File: src/rtl/mux4_rr_sched.sv
// Round-robin scheduler sharing one 4:1 mux channel among four requesters.
// Bursts are capped at BURST_LEN transfers; release re-arbitrates in place.
module mux4_rr_sched #(
    parameter int DATA_W    = 8,
    parameter int BURST_LEN = 4
) (
    input  logic                clk,
    input  logic                rst,
    input  logic [3:0]          req,
    input  logic [4*DATA_W-1:0] data_in,
    input  logic                dout_ready,
    output logic [3:0]          gnt,
    output logic [1:0]          sel,
    output logic [DATA_W-1:0]   dout,
    output logic                dout_valid,
    output logic                busy
);

    typedef enum logic {IDLE, GRANT} state_e;

    localparam logic [3:0] BURST = 4'(BURST_LEN);

    state_e     state_q, state_d;
    logic [3:0] gnt_q, gnt_d;
    logic [1:0] sel_q, sel_d;
    logic [1:0] ptr_q, ptr_d;
    logic [3:0] cnt_q, cnt_d;

    logic [2:0] win;
    logic [1:0] rel_ptr;
    logic [3:0] cnt_inc;
    logic       xfer;
    logic       rel;

    // Returns {found, index}; lowest offset from p wins.
    function automatic logic [2:0] arb(input logic [3:0] r,
                                       input logic [1:0] p);
        logic [2:0] res;
        logic [1:0] idx;
        res = 3'b000;
        for (int k = 3; k >= 0; k--) begin
            idx = p + 2'(k);
            if (r[idx]) res = {1'b1, idx};
        end
        return res;
    endfunction

    always_ff @(posedge clk or posedge rst) begin
        if (rst) begin
            state_q <= IDLE;
            gnt_q   <= 4'b0000;
            sel_q   <= 2'd0;
            ptr_q   <= 2'd0;
            cnt_q   <= 4'd0;
        end else begin
            state_q <= state_d;
            gnt_q   <= gnt_d;
            sel_q   <= sel_d;
            ptr_q   <= ptr_d;
            cnt_q   <= cnt_d;
        end
    end

    always_comb begin
        state_d = state_q;
        gnt_d   = gnt_q;
        sel_d   = sel_q;
        ptr_d   = ptr_q;
        cnt_d   = cnt_q;
        win     = 3'b000;
        xfer    = dout_valid & dout_ready;
        cnt_inc = cnt_q + 4'(xfer);
        rel_ptr = sel_q + 2'd1;
        rel     = !req[sel_q] || (xfer && cnt_inc == BURST);
        unique case (state_q)
            IDLE: begin
                win = arb(req, ptr_q);
                if (win[2]) begin
                    state_d = GRANT;
                    gnt_d   = 4'b0001 << win[1:0];
                    sel_d   = win[1:0];
                    cnt_d   = 4'd0;
                end
            end
            GRANT: begin
                if (rel) begin
                    // Old owner stays eligible, just at lowest priority.
                    ptr_d = rel_ptr;
                    win   = arb(req, rel_ptr);
                    cnt_d = 4'd0;
                    if (win[2]) begin
                        gnt_d = 4'b0001 << win[1:0];
                        sel_d = win[1:0];
                    end else begin
                        gnt_d   = 4'b0000;
                        state_d = IDLE;
                    end
                end else begin
                    cnt_d = cnt_inc;
                end
            end
        endcase
    end

    always_comb begin
        busy       = (state_q == GRANT);
        dout_valid = busy & req[sel_q];
        dout       = '0;
        if (dout_valid)
            dout = data_in[int'(sel_q)*DATA_W +: DATA_W];
    end

    assign gnt = gnt_q;
    assign sel = sel_q;

endmodule

File: config.mk
export PLATFORM = sky130hd
export DESIGN_NAME = mux4_rr_sched
export DESIGN_NICKNAME = d
export VERILOG_FILES = /design/src/rtl/mux4_rr_sched.sv
export SDC_FILE = /design/constraint.sdc
export NUM_CORES = 1
export LEC_CHECK = 0
export ABC_AREA = 1
export BUFFER_PORTS_ARGS = -buffer_cell sky130_fd_sc_hd__buf_2
export CELL_PAD_IN_SITES_DETAIL_PLACEMENT = 0
export CELL_PAD_IN_SITES_GLOBAL_PLACEMENT = 1
export CORE_MARGIN = 1.5
export CORE_UTILIZATION = 34
export DETAILED_ROUTE_END_ITERATION = 16
export HOLD_SLACK_MARGIN = 0.1
export PLACE_DENSITY = 0.85
export SYNTH_ARGS = -nofsm -noshare
export SYNTH_HDL_FRONTEND = slang
export SYNTH_SLANG_ARGS = --single-unit
File: constraint.sdc
create_clock -name clk -period 3.7 [get_ports clk]
set_clock_uncertainty 0.2 [all_clocks]
set_input_delay 0 -clock clk [delete_from_list [all_inputs] [get_ports clk]]
set_output_delay 0 -clock clk [all_outputs]
set_load 0.005 [all_outputs]
# Word-level counts from Yosys, hierarchy flattened
# Index checks and enable logic that the tools add are counted.
[totals] reg_bits=13 in_bits=39 out_inout_bits=16 word_cells=83
[classes] add_sub_neg=8 magnitude_cmp=9 n_eq_ne=4 shifts=3 mux=45 n_bitwise=3 n_reduce_logical=6
[op_table] cell="3-bit two-way mux" n=11
[op_table] cell="32-bit by 6-bit indexed part select with 8-bit output" n=1
[op_table] cell="2-bit by 3-bit < comparator with 1-bit output, second input constant" n=9
[op_table] cell="4-bit two-way mux" n=5
[op_table] cell="1-bit binary-select mux with 2-bit select" n=9
[op_table] cell="4-bit case mux with 2 select lines" n=2
[op_table] cell="1-bit two-way mux" n=12
[op_table] cell="2-bit adder, second input constant" n=4
[op_table] cell="8-bit two-way mux" n=1
[op_table] cell="1-bit by 2-bit << shifter with 4-bit output, first input constant" n=2
[op_table] cell="2-bit by 1-bit adder with 2-bit output, second input constant" n=3
[op_table] cell="2-bit two-way mux" n=3
[op_table] cell="4-bit by 1-bit adder with 4-bit output" n=1
[op_table] cell="4-bit by 3-bit equality test with 1-bit output, second input constant" n=1
[op_table] cell="2-bit by 1-bit != test with 1-bit output, second input constant" n=2
[op_table] cell="2-bit case mux with 2 select lines" n=1
[op_table] cell="2-bit AND reduction" n=2
[op_table] cell="3-bit AND reduction" n=1
[op_table] cell="1-bit AND" n=2
[op_table] cell="2-bit != test, second input constant" n=1
[op_table] cell="1-bit case mux with 2 select lines" n=1
[op_table] cell="1-bit logical AND" n=1
[op_table] cell="1-bit logical NOT" n=1
[op_table] cell="1-bit logical OR" n=1
[op_table] cell="1-bit NOT" n=1

# Longest topological paths before layout
[depth] depth_word=14 ltp_mapped=16

# Least setup slack after synthesis
# OpenSTA, ideal clock, no wires.
[synth_path] path_kind="reg-to-reg" start="register sel_q[0], in the netlist sel[0]" end="register gnt_q[0], in the netlist gnt[0]" setup_time_ns=0.117 arrival_time_ns=2.243 t_required_ns=3.383 slack_ns=1.140 stages_incl_launch_ff=15 path_cell_list="dfrtp_1 buf_6 nand2_1 nand2_1 o21ai_2 nand2_2 nor2_2 ha_1 ha_1 nor3_1 a31oi_4 nor2_4 clkinv_4 nand2_1 nand2_1"
[synth_via] elab_chain_len=14
[synth_rtl] item="start: declaration" line="25" rtl="logic [1:0] sel_q, sel_d;"
[synth_rtl] item="start signal: assignment" line="58" rtl="sel_q <= sel_d;"
[synth_rtl] item="2-bit by 1-bit adder with 2-bit output" line="73" rtl="rel_ptr = sel_q + 2'd1;"
[synth_rtl] item="2-bit adder" line="42" rtl="idx = p + 2'(k);"
[synth_rtl] item="1-bit binary-select mux with 2-bit select" line="43" rtl="if (r[idx]) res = {1'b1, idx};"
[synth_rtl] item="1-bit two-way mux (not written as such)" line="43"
[synth_rtl] item="3-bit two-way mux (4 in series)" line="43"
[synth_rtl] item="3-bit two-way mux" line="86" rtl="if (rel) begin"
[synth_rtl] item="3-bit two-way mux" line="75" rtl="unique case (state_q)"
[synth_rtl] item="1-bit by 2-bit << shifter with 4-bit output" line="92" rtl="gnt_d = 4'b0001 << win[1:0];"
[synth_rtl] item="4-bit two-way mux" line="91" rtl="if (win[2]) begin"
[synth_rtl] item="4-bit two-way mux" line="86"
[synth_rtl] item="4-bit case mux with 2 select lines" line="75"
[synth_rtl] item="end signal: assignment" line="57" rtl="gnt_q <= gnt_d;"
[synth_rtl] item="end: declaration" line="24" rtl="logic [3:0] gnt_q, gnt_d;"
# Parallel ways exist; a longest one is shown, timed or not. The select of a mux whose other input is x is not followed.
# A chain may end at the register's enable or synchronous reset.

# Worst setup path in the final report
[layout_path] start="register sel_q[0], in the netlist sel[0]" end="register gnt_q[3], in the netlist gnt[3]"
# The elaborated chain is that of the path after synthesis.

==> flow_summary.toml <==
[clocking]
clk_pin_slew_ns = 0.06
cts_tree = "built"
cts-root-buf = "clkbuf_8"
htree_levels = 1
cts_inserted_buffers = 3
cts_buffer_depth = 2
cts_sinks = 13
clk-insertion-delay-late_ns = 0.25

[power]
power_frac_seq_pct = 18.0
powerDensity_nw_per_um2 = 842.3
p_clk_share_pct = 8.8
pwr-share-comb_pct = 73.3
power_switching_w = 0.0008258
switching_share_pct = 55.07
leakagePower_nw = 1.048
vdd_ir_drop_max_v = 0.0004029
total_power_w = 0.001500
intPower_w = 0.0006738

[drt]
firstDrtPassIters = 4
vias = 1619
wl_per_cell_um = 10.61
drt-total-wl_mm = 3.662
vias_per_cell = 4.693
drt-initial-drc-count = 47
drc = 0
postRouteAntennaNets = 0

[timing]
min_period_ns = 3.132
fmax_mhz = 319.3
final.setup.worst_slack_ns = 0.5679
tightest_slew_ns = 0.5372
slew_headroom_pct = 64.19
finalHoldViolCount = 0
slew_violations = 0
setup_viol = 0
rsz0062_at_grt = "false"
final.setup.tns_ns = 0
period_share_pct = 84.65

[setup_path]
slowest_stage = "dfrtp_1"
endpoint_kind = "flop"
cpPeakStageDelay_ns = 0.57
crit_chain = "inv_4 -> nand2_1 -> nand2_1 -> o21ai_2 -> nand2_2 -> nor2_2 -> ha_1 -> ha_1 -> nor3_1 -> a31oi_4 -> nor2_4 -> clkinv_4 -> nand2_1 -> nand2_1"
required_ns = 3.63
cp_data_arrival_time_ns = 3.07
worstRegToRegCells = 14
cp_common_cell = "nand2_1"
crit_type = "flop to flop"
worstSetupStartpointType = "flop"
crit_fanout = 21

[synth]
syn_avg_cell_area_um2 = 5.851
synth_area_leader_cell = "dfrtp_1"
synth.area.top_cells = "dfrtp_1 23%, nand2_1 23%, nor2_1 9.6%, o21ai_0 7.5%, nand3_1 6.4%"
ys_types = 29
syn_inst = 241
syn_nets = 282
post-synth-top-area-fraction_pct = 23.07
syn_area_um2 = 1410
ys_seq_elements = 13
ys_seq_area_share_pct = 23.07
yosys_warnings = 0

[placement]
place_inst = 337
portBuffers = 54
gp_congestion = 0.7850
post-place-ws_ns = 0.5704
hpwl_mm = 2.869
dpl_cell_area_um2 = 1695

[floorplan]
die_h_um = 67.40
initial_utilization_pct = 35.25
io_pins = 55
dieArea_um2 = 4543
core_um2 = 4000
die_w_um = 67.40
rows = 23

[final_layout]
layout.nets = 337
regArea_um2 = 325.3
n_fill_cell = 431
syn_to_final_growth_pct = 26.26
final_area_um2 = 1780
layout-drive-gt1-share_pct = 25.08
instances_no_fill = 345
antenna_cells = 0
multi_input_area_um2 = 932.1

[run]
maxCapViolations = 0

[min_path]
hold_path_class = "primary input to asynchronous set/reset pin"

[global_routing]
grt_use_met2_pct = 28.84
top_usage_layer = "met2"
grt_pass1_wl_mm = 6.009
grt_usage_pct = 16.66
grt_start_max_net_pins = 22
grt.met1_usage_pct = 21.90
antenna_found_initial = 0
first_global_vias = 1438
grtUsageMet3_pct = 2.167
grt_overflow = 0

[run_status]
status = "completed"
==> kinds of logic after synthesis <==
group,after synthesis,synth area share [%]
simple gates,153,47.29
buf+inv,32,10.83
compound gates,39,15.79
xor+xnor,2,1.242
fa+ha+maj,2,1.774
flops,13,23.07
==> final cells by class <==
class / count / share of cell area, %
flip-flops and latches: 13 / 18.27
clock buffers: 4 / 2.530
repair buffers: 60 / 18.27
inverters: 22 / 5.060
multi-input cells: 196 / 52.35
well taps: 50 / 3.514
==> sequential cells by signal (all words and copies together), names as in the netlist <==
register,cells
ptr_q,2
sel,2
cnt_q,4
gnt,4
busy,1
==> through the flow <==
| step | hold slack (ns) | utilization (%) |
|---|---|---|
| finish | 0.1244 | 44.51 |
| global route | 0.1688 | 44.51 |
| CTS | 0.1358 | 44.51 |
| detailed placement | -0.1511 | 42.38 |
| global placement | -0.1578 | 42.38 |
| floorplan | -0.3230 | - |
==> power by group through the flow <==
| stage | registers [W] | clock network [W] | logic (W) |
|---|---|---|---|
| 2_1_floorplan | 0.000228 | 0 | 0.000891 |
| 3_3_place_gp | 0.000269 | 0 | 0.00110 |
| 3_5_place_dp | 0.000270 | 0 | 0.00110 |
| 4_1_cts | 0.000269 | 0.000132 | 0.00111 |
| 5_1_grt | 0.000277 | 0.000141 | 0.00127 |
| 6_report | 0.000269 | 0.000132 | 0.00110 |
==> worst paths after layout <==
check	start	endpoint	slack [ns]
worst max register to register	sel[0]	gnt[3]	0.57
worst min-delay path	rst	gnt[3]	0.12
min in group clk	req[2]	busy	0.15
worst max-delay path	sel[0]	gnt[3]	0.57
max in group asynchronous	rst	cnt_q[1]	2.83
worst min register to register	gnt[2]	gnt[2]	0.28
==> synthesized netlist by cell type <==
master,n
nand2_1,86
o21ai_1,5
nor2_1,36
xnor2_1,1
o21ai_2,1
buf_4,1
a21oi_1,9
xor2_1,1
nor2_4,1
nor2_8,1
nor3_1,1
nor3_4,1
o21ai_0,21
a31oi_4,1
inv_1,18
nand3_1,18
clkbuf_1,2
nor2_2,1
buf_2,5
nand4_1,3
ha_1,2
dfrtp_1,13
clkinv_4,1
inv_4,1
a22o_1,2
buf_6,2
nand2_2,3
inv_2,2
nand2_4,2
==> critical path, delay by kind of cell (launching register included) <==
kind | cells | cell delay [ns]
DFF | 1 | 0.57
buffers and inverters | 2 | 0.23
AOI/OAI and AO/OA | 2 | 0.36
adders and majority gates | 2 | 0.42
and+or+nand+nor | 8 | 1.24
==> cells in the final DEF (no fill, tap or decap), types with 3 or more instances in the layout <==
| cell type | count |
|---|---|
| a21oi_1 | 9 |
| buf_2 | 54 |
| clkbuf_8 | 3 |
| dfrtp_1 | 13 |
| dlygate4sd3_1 | 4 |
| inv_1 | 18 |
| nand2_1 | 86 |
| nand2_2 | 3 |
| nand3_1 | 18 |
| nand4_1 | 3 |
| nor2_1 | 36 |
| o21ai_0 | 21 |
| o21ai_1 | 5 |
==> layer usage <==
layer / share of wire, % / wire length, um
met1: 49 / 1805
met5: 0 / 0
met2: 45 / 1655
met4: 0.79 / 29
met3: 4.7 / 172
==> timing repair <==
action                                 4_1_cts  5_1_grt
endpoints found under the hold margin       19        0
buffers inserted                             0        0
hold buffers                                 4        0
gates resized for setup                      0        0
(Power assumes the default switching activity.)
